### src/rtl/des_sbox_sequencer_if.sv
// Handshake and S-box bus bundle for des_sbox_sequencer.
// slave is the sequencer's view; master is the environment (controller, S-box stage, consumer).
interface des_sbox_sequencer_if;
    logic        in_valid;
    logic        in_ready;
    logic [31:0] r_in;
    logic [47:0] subkey;
    logic [2:0]  sbox_sel;
    logic [5:0]  sbox_in;
    logic        sbox_en;
    logic [3:0]  sbox_out;
    logic [31:0] f_out;
    logic        out_valid;
    logic        out_ready;

    modport slave (
        input  in_valid, r_in, subkey, sbox_out, out_ready,
        output in_ready, sbox_sel, sbox_in, sbox_en, f_out, out_valid
    );

    modport master (
        output in_valid, r_in, subkey, sbox_out, out_ready,
        input  in_ready, sbox_sel, sbox_in, sbox_en, f_out, out_valid
    );
endinterface

### src/rtl/des_sbox_sequencer.sv
// Serial DES f-function: E(R)^K issued one 6-bit group per cycle to an external
// combinational S-box, nibbles collected, P applied, result held on valid/ready.
module des_sbox_sequencer (
    input  logic clk,
    input  logic rst,
    des_sbox_sequencer_if.slave bus
);
    typedef enum logic [1:0] {IDLE, RUN, DONE} state_t;

    // Table entries are DES bit numbers (1 = MSB).
    localparam int E_TAB [48] = '{
        32,  1,  2,  3,  4,  5,   4,  5,  6,  7,  8,  9,
         8,  9, 10, 11, 12, 13,  12, 13, 14, 15, 16, 17,
        16, 17, 18, 19, 20, 21,  20, 21, 22, 23, 24, 25,
        24, 25, 26, 27, 28, 29,  28, 29, 30, 31, 32,  1
    };
    localparam int P_TAB [32] = '{
        16,  7, 20, 21, 29, 12, 28, 17,   1, 15, 23, 26,  5, 18, 31, 10,
         2,  8, 24, 14, 32, 27,  3,  9,  19, 13, 30,  6, 22, 11,  4, 25
    };

    function automatic logic [47:0] expand(input logic [31:0] r);
        logic [47:0] e;
        e = '0;
        for (int j = 0; j < 48; j++) e[47-j] = r[32-E_TAB[j]];
        return e;
    endfunction

    function automatic logic [31:0] permute(input logic [31:0] s);
        logic [31:0] p;
        p = '0;
        for (int j = 0; j < 32; j++) p[31-j] = s[32-P_TAB[j]];
        return p;
    endfunction

    function automatic logic [5:0] group(input logic [47:0] m, input logic [2:0] i);
        logic [47:0] t;
        t = m << (6 * i);
        return t[47:42];
    endfunction

    state_t      state;
    logic [2:0]  idx;
    logic [47:0] mix;
    logic [31:0] acc;
    logic [47:0] mix_d;
    logic [31:0] acc_next;
    logic [4:0]  nib_sh;

    always_comb begin
        // NOTE: every signal gets a value before any condition, so no latch can be inferred.
        mix_d    = expand(bus.r_in) ^ bus.subkey;
        nib_sh   = {~idx, 2'b00};
        acc_next = (acc & ~(32'hF << nib_sh)) | ({28'h0, bus.sbox_out} << nib_sh);
    end

    // NOTE: state registers use non-blocking assignments so every register samples pre-edge values.
    always_ff @(posedge clk or posedge rst) begin
        if (rst) begin
            state         <= IDLE;
            idx           <= '0;
            mix           <= '0;
            acc           <= '0;
            bus.f_out     <= '0;
            bus.in_ready  <= 1'b1;
            bus.out_valid <= 1'b0;
            bus.sbox_en   <= 1'b0;
            bus.sbox_sel  <= '0;
            bus.sbox_in   <= '0;
        end else begin
            case (state)
                IDLE: begin
                    if (bus.in_valid) begin
                        state        <= RUN;
                        mix          <= mix_d;
                        idx          <= '0;
                        acc          <= '0;
                        bus.in_ready <= 1'b0;
                        bus.sbox_en  <= 1'b1;
                        bus.sbox_sel <= '0;
                        bus.sbox_in  <= mix_d[47:42];
                    end
                end
                RUN: begin
                    acc <= acc_next;
                    if (idx == 3'd7) begin
                        state         <= DONE;
                        bus.f_out     <= permute(acc_next);
                        bus.out_valid <= 1'b1;
                        bus.sbox_en   <= 1'b0;
                        bus.sbox_sel  <= '0;
                        bus.sbox_in   <= '0;
                    end else begin
                        idx          <= idx + 3'd1;
                        bus.sbox_sel <= idx + 3'd1;
                        bus.sbox_in  <= group(mix, idx + 3'd1);
                    end
                end
                DONE: begin
                    if (bus.out_ready) begin
                        state         <= IDLE;
                        bus.out_valid <= 1'b0;
                        bus.in_ready  <= 1'b1;
                    end
                end
                default: begin
                    state         <= IDLE;
                    bus.in_ready  <= 1'b1;
                    bus.out_valid <= 1'b0;
                    bus.sbox_en   <= 1'b0;
                end
            endcase
        end
    end
endmodule

### src/flat_wrapper.sv
// flat-port wrapper written by rule: the top's interface ports become plain ports
module des_sbox_sequencer_flat 
  (clk, rst, bus_in_valid, bus_r_in, bus_subkey, bus_sbox_out, bus_out_ready, bus_in_ready, bus_sbox_sel, bus_sbox_in, bus_sbox_en, bus_f_out, bus_out_valid);
  des_sbox_sequencer_if bus_i ();
  input  logic clk;
  input  logic rst;
  input wire logic [$bits(bus_i.in_valid)-1:0] bus_in_valid;
  input wire logic [$bits(bus_i.r_in)-1:0] bus_r_in;
  input wire logic [$bits(bus_i.subkey)-1:0] bus_subkey;
  input wire logic [$bits(bus_i.sbox_out)-1:0] bus_sbox_out;
  input wire logic [$bits(bus_i.out_ready)-1:0] bus_out_ready;
  output wire logic [$bits(bus_i.in_ready)-1:0] bus_in_ready;
  output wire logic [$bits(bus_i.sbox_sel)-1:0] bus_sbox_sel;
  output wire logic [$bits(bus_i.sbox_in)-1:0] bus_sbox_in;
  output wire logic [$bits(bus_i.sbox_en)-1:0] bus_sbox_en;
  output wire logic [$bits(bus_i.f_out)-1:0] bus_f_out;
  output wire logic [$bits(bus_i.out_valid)-1:0] bus_out_valid;
  assign bus_i.in_valid = bus_in_valid;
  assign bus_i.r_in = bus_r_in;
  assign bus_i.subkey = bus_subkey;
  assign bus_i.sbox_out = bus_sbox_out;
  assign bus_i.out_ready = bus_out_ready;
  assign bus_in_ready = bus_i.in_ready;
  assign bus_sbox_sel = bus_i.sbox_sel;
  assign bus_sbox_in = bus_i.sbox_in;
  assign bus_sbox_en = bus_i.sbox_en;
  assign bus_f_out = bus_i.f_out;
  assign bus_out_valid = bus_i.out_valid;
  des_sbox_sequencer u_core (.clk(clk), .rst(rst), .bus(bus_i));
endmodule
### config.mk
export PLATFORM = sky130hd
export DESIGN_NAME = des_sbox_sequencer_flat
export DESIGN_NICKNAME = d
export VERILOG_FILES = /design/src/rtl/des_sbox_sequencer_if.sv /design/src/rtl/des_sbox_sequencer.sv /design/src/flat_wrapper.sv
export SDC_FILE = /design/constraint.sdc
export NUM_CORES = 1
export LEC_CHECK = 0
export ABC_AREA = 1
export BUFFER_PORTS_ARGS = -buffer_cell sky130_fd_sc_hd__buf_4
export CAP_MARGIN = 20
export CORE_MARGIN = 1.5
export CORE_UTILIZATION = 45
export CTS_CLUSTER_DIAMETER = 50
export DETAILED_ROUTE_END_ITERATION = 6
export PLACE_DENSITY = 0.67
export SKIP_CTS_REPAIR_TIMING = 1
export SYNTH_ARGS = -nofsm -noshare
export SYNTH_HDL_FRONTEND = slang
export SYNTH_SLANG_ARGS = --single-unit
### constraint.sdc
create_clock -name clk -period 6.3 [get_ports clk]
set_clock_uncertainty 0.1 [all_clocks]
set_input_delay 0.945 -clock clk [delete_from_list [all_inputs] [get_ports clk]]
set_output_delay 0.945 -clock clk [all_outputs]
set_load 0.03 [all_outputs]
Word level (Yosys, flattened, before mapping):

Cells that the tools add are included.

* bits in registers: 129
* bits of input ports: 88
* output and inout bits: 44
* word-level logic and storage cells: 63

* $add $sub $neg: 1
* multiply operators: 1
* equality and inequality tests: 7
* shifts and indexed selects: 3
* mux-type cells: 23
* bitwise logic cells: 8
* reduce and logical (&&, ||, !) cells: 10

Operator list (number)
* $pmux W32 S2: 1
* $shl A48 B6 Y48: 1
* $xor A48 B48 Y48: 1
* $and A32 B32 Y32: 1
* $mux W32: 1
* $not A32 Y32: 1
* $or A32 B32 Y32: 1
* $shl A4 B5 Y32: 1
* $shl A4 B5 Y32 const A: 1
* $reduce_and A3 Y1: 5
* $mux W6: 2
* $pmux W3 S2: 2
* $pmux W6 S2: 1
* $mux W3: 3
* $pmux W1 S3: 3
* $mux W1: 6
* $mux W2: 3
* $ne A2 B2 Y1 const B: 3
* $pmux W2 S3: 1
* $reduce_and A2 Y1: 3
* $mul A2 B3 Y5 const A: 1
* $add A3 B1 Y3 const B: 1
* $eq A3 B3 Y1 const B: 1
* $not A1 Y1: 3
* 6 further kinds: 6

Logic depth before layout (Yosys ltp):

* word-level depth: 6
* mapped depth: 17
* depth with buffers taken out: 14

Least setup slack after synthesis:

OpenSTA, ideal clock, no wires.

* path kind: register -> register
* from: reg u_core.idx[0]
* to: reg u_core.bus.sbox_in[0]
* library setup time: 0.071 ns
* arrival time: 2.605 ns
* required time: 6.129 ns
* setup slack: 3.523 ns
* cell stages (with the launch flop): 17
* path buffers: 4
* period minus slack after synthesis: 2.777 ns
* cell sequence: dfrtp_1 > inv_2 > buf_2 > buf_6 > ha_1 > buf_6 > inv_4 > fa_1 > inv_1 > buf_2 > a21oi_1 > nand2_1 > nand2_1 > nand2_1 > nor2_1 > nor2_1 > nor2_1

* cells in the longest elaborated chain, start to end: 5
* elaborated cells on any way between the ends: 6
* classes of those cells: 1 x add/sub; 1 x mul; 1 x eq/ne; 1 x shift; 2 x mux

Ends and longest elaborated chain
* start: declaration: line des_sbox_sequencer.sv:43 `logic [2:0] idx;`
* start signal: assignment: line des_sbox_sequencer.sv:94 `idx <= idx + 3'd1;`
* $add A3 B1 Y3: line des_sbox_sequencer.sv:96 `bus.sbox_in <= group(mix, idx + 3'd1);`
* $mul A2 B3 Y5: line des_sbox_sequencer.sv:38 `t = m << (6 * i);`
* $shl A48 B6 Y48: line des_sbox_sequencer.sv:38
* $mux W6 (*): line des_sbox_sequencer.sv:86 `if (idx == 3'd7) begin`
* $pmux W6 S2 (*): line des_sbox_sequencer.sv:71 `case (state)`
* end signal: assignment: line des_sbox_sequencer.sv:81 `bus.sbox_in <= mix_d[47:42];`
* end signal: assignment: line des_sbox_sequencer.sv:96
* end: declaration: line des_sbox_sequencer_if.sv:18 `output in_ready, sbox_sel, sbox_in, sbox_en, f_out, out_valid`

Mark *: on every way between the ends. The rest lies on a longest branch, timed or not.
A chain may end at the register's enable or synchronous reset.

Final worst setup path:

* from: reg u_core.idx[0]
* to: reg u_core.bus.sbox_in[3]

Same word-level chain as after synthesis.

==> impl_metrics.ini <==
[synth]
synth_edf_count = 0
ys_ff_latch = 125
netlist_area_sq_um = 7140
syn_area_per_cell_sq_um = 7.55
syn_inst = 945
yosysWarnings = 0
yosysSeqAreaShare = 0.439
async_flop_share = 1.00
synth_nets = 1042
ys.flop_type = dfrtp_1
ys_types = 40

[grt]
antenna_found_initial = 0
overflow = 0
grt_start_max_net_pins = 87
grt_pass1_wl_microns = 30100
grt.total_usage = 0.232
grt_pass1_vias = 6016

[routing]
wire_per_inst_microns = 14.1
detailedRoute.firstPassIterationCount = 5
antenna_left = 0
drt_wl_total_microns = 18000
viasPerCell = 4.94
first_iter_violations = 476
num_vias = 6323
drc = 0

[sta]
finalSetupViolations = 0
finalCritPeriodShare = 0.733
max_slew_margin = 0.445
slew_violations = 0
tns_ps = 0
rsz0062_at_grt = no
fmax_mhz = 217
hold_viol_final = 0
period_minus_slack_ps = 4620
worst_pin_slew_ps = 832

[floorplanning]
initial_core_util = 0.464
placementRows = 45
fp.dieW_microns = 129
core_area_sq_um = 15400
die_area_sq_um = 16600
ios = 132
fp.dieH_microns = 129

[cts]
clock-root-buffer = clkbuf_16
clock_latency_ps = 420
cts_buffers = 17
cts_num_sinks = 125
cts_max_level = 4
clockBufferDepth = 2
clk_pin_slew_ps = 60
cts_tree = yes

[cells_and_area]
final_cell_mix = nand2_1 (283), inv_1 (137), buf_4 (135)
layout.nets = 1152
utilization = 0.574
regArea_sq_um = 3130
final_common_cell = nand2_1
drive_gt1_frac = 0.184
fillers = 1486
area_growth_pct = 23.6
multi_input_area_sq_um = 3190
n_antenna_cell = 0

[hold_path]
hold_class = flip-flop to flip-flop
hp-start = u_core.bus.in_ready$_DFFE_PP1P_
whs_endpoint = u_core.bus.in_ready$_DFFE_PP1P_
min_path_cells = 2

[critical_path]
rrSetupSlack_ps = 1680
r2r_start = u_core.idx[0]$_DFFE_PP0P_
r2r_cells = 13
crit_type = flip-flop to flip-flop
reg2reg_to = u_core.bus.sbox_in[3]$_DFFE_PP0P_
path_max_fanout = 49
cp_slowest_cell = fa_1
path_cells = buf_4, inv_2, ha_1, inv_4, fa_1, inv_1, a21oi_1, nand3_1, nand2_1, nand2_1, nand2_1, nand3_1, a21boi_1
crit_top_cell = nand2_1
cp.arrival_ps = 4860
critPathMaxStageDelay_ps = 1080
worst_ep_required_time_ps = 6550
path_buf_inv = 4
endpoint_kind = flip-flop
crit_path_start_kind = flip-flop
critPathTopFamily = adder cells

[pwr]
p_per_area_nw_per_um2 = 661
p_leak_uw = 0.00447
ir_drop_uv = 339

[placement]
portBuffers = 131
hpwl_microns = 12800
place.gp.congestion = 0.908

[outcome]
status = complete, no violations

[run]
drv_cap = 0
## synth_stat cells, types with 3 or more instances
master    number  area [sq um]
buf_1          3          11.3
inv_2          4          15.0
nand4_1        3          18.8
dfrtp_1      124          3100
ha_1           8           100
nand2_1      283          1060
or2_2          6          37.5
nand2_4        3          33.8
buf_6          8          90.1
nor3_1        16          80.1
o22ai_1       49           307
o21ai_1       22           110
buf_4          3          22.5
nand3_1       32           160
inv_1        138           518
o21ai_0       88           440
xor2_1         6          52.6
a21oi_1       11          55.1
buf_2         13          65.1
nor2_1        42           158
xnor2_1       42           368
clkbuf_1      17          63.8
## worst min-delay path, delay by kind of cell (launching register included)
kind	cells	cell delay [ps]
flip-flops	1	370
buffers and inverters	1	40
AO/OA/AOI/OAI	1	60
## cell families (layout without fill, tap and decap cells)
| group | after synthesis | in the layout | share of synthesized area |
|---|---|---|---|
| xor gates and xnor gates | 49 | 49 | 0.0612 |
| AOI/OAI and AO/OA | 176 | 176 | 0.135 |
| and+or+nand+nor | 396 | 396 | 0.234 |
| buffers and inverters | 190 | 313 | 0.114 |
| DFF | 125 | 125 | 0.439 |
| adders and majority gates | 9 | 9 | 0.0168 |
## where the power goes
group	internal, uW	leakage, uW	total [uW]	switching (uW)
Sequential	1180	0.00156	1410	233
Clock	712	0.000316	1080	371
Combinational	1120	0.00259	3340	2220
Total	3010	0.00447	5830	2820
## per-stage QoR
step                      setup WS (ps)  cells  instance area, sq um  hold WS, ps  power, uW
final                              1680   1279                  8820          371       5830
after global routing               1310   1279                  8820          399       6380
after CTS                          1680   1278                  8800          376       5850
after detailed placement           1680   1246                  8150          367       4740
after global placement             1810   1246                  8150          360       4710
after floorplan                    1930    945                  7140          353       3970
## worst max-delay path by stage
stage                              start                                 to  slack, ps  cells after the start
2_1_floorplan                        rst         u_core.acc[10]$_DFFE_PP0P_       1930                      1
3_3_place_gp   u_core.idx[0]$_DFFE_PP0P_  u_core.bus.sbox_in[3]$_DFFE_PP0P_       1810                     13
3_5_place_dp   u_core.idx[0]$_DFFE_PP0P_  u_core.bus.sbox_in[3]$_DFFE_PP0P_       1680                     13
4_1_cts        u_core.idx[0]$_DFFE_PP0P_  u_core.bus.sbox_in[3]$_DFFE_PP0P_       1680                     13
5_1_grt        u_core.idx[0]$_DFFE_PP0P_  u_core.bus.sbox_in[2]$_DFFE_PP0P_       1310                     14
6_report       u_core.idx[0]$_DFFE_PP0P_  u_core.bus.sbox_in[3]$_DFFE_PP0P_       1680                     13
## state kept, by name, summed over array words and instances, names as in the netlist
name	cells
u_core.mix	48
u_core.bus.f_out	32
u_core.acc	28
u_core.bus.sbox_in	6
u_core.bus.sbox_sel	3
u_core.idx	3
u_core.state	2
u_core.bus.in_ready	1
u_core.bus.out_valid	1
u_core.bus.sbox_en	1
## layout make-up
| cell class | count | share of cell area |
|---|---|---|
| inverters | 145 | 0.0625 |
| well taps | 211 | 0.0299 |
| flip-flops and latches | 125 | 0.355 |
| repair buffers | 136 | 0.117 |
| clock buffers | 18 | 0.0498 |
| multi-input cells | 630 | 0.362 |
| clock inverters | 14 | 0.0244 |
## per-layer routing
| metal | GRT usage | wire [microns] |
|---|---|---|
| met1 | 0.309 | 8450 |
| met2 | 0.381 | 8470 |
| met3 | 0.0407 | 765 |
| met4 | 0.0853 | 332 |
| met5 | 0 | 0 |
Power figures use the tool's default switching activity.
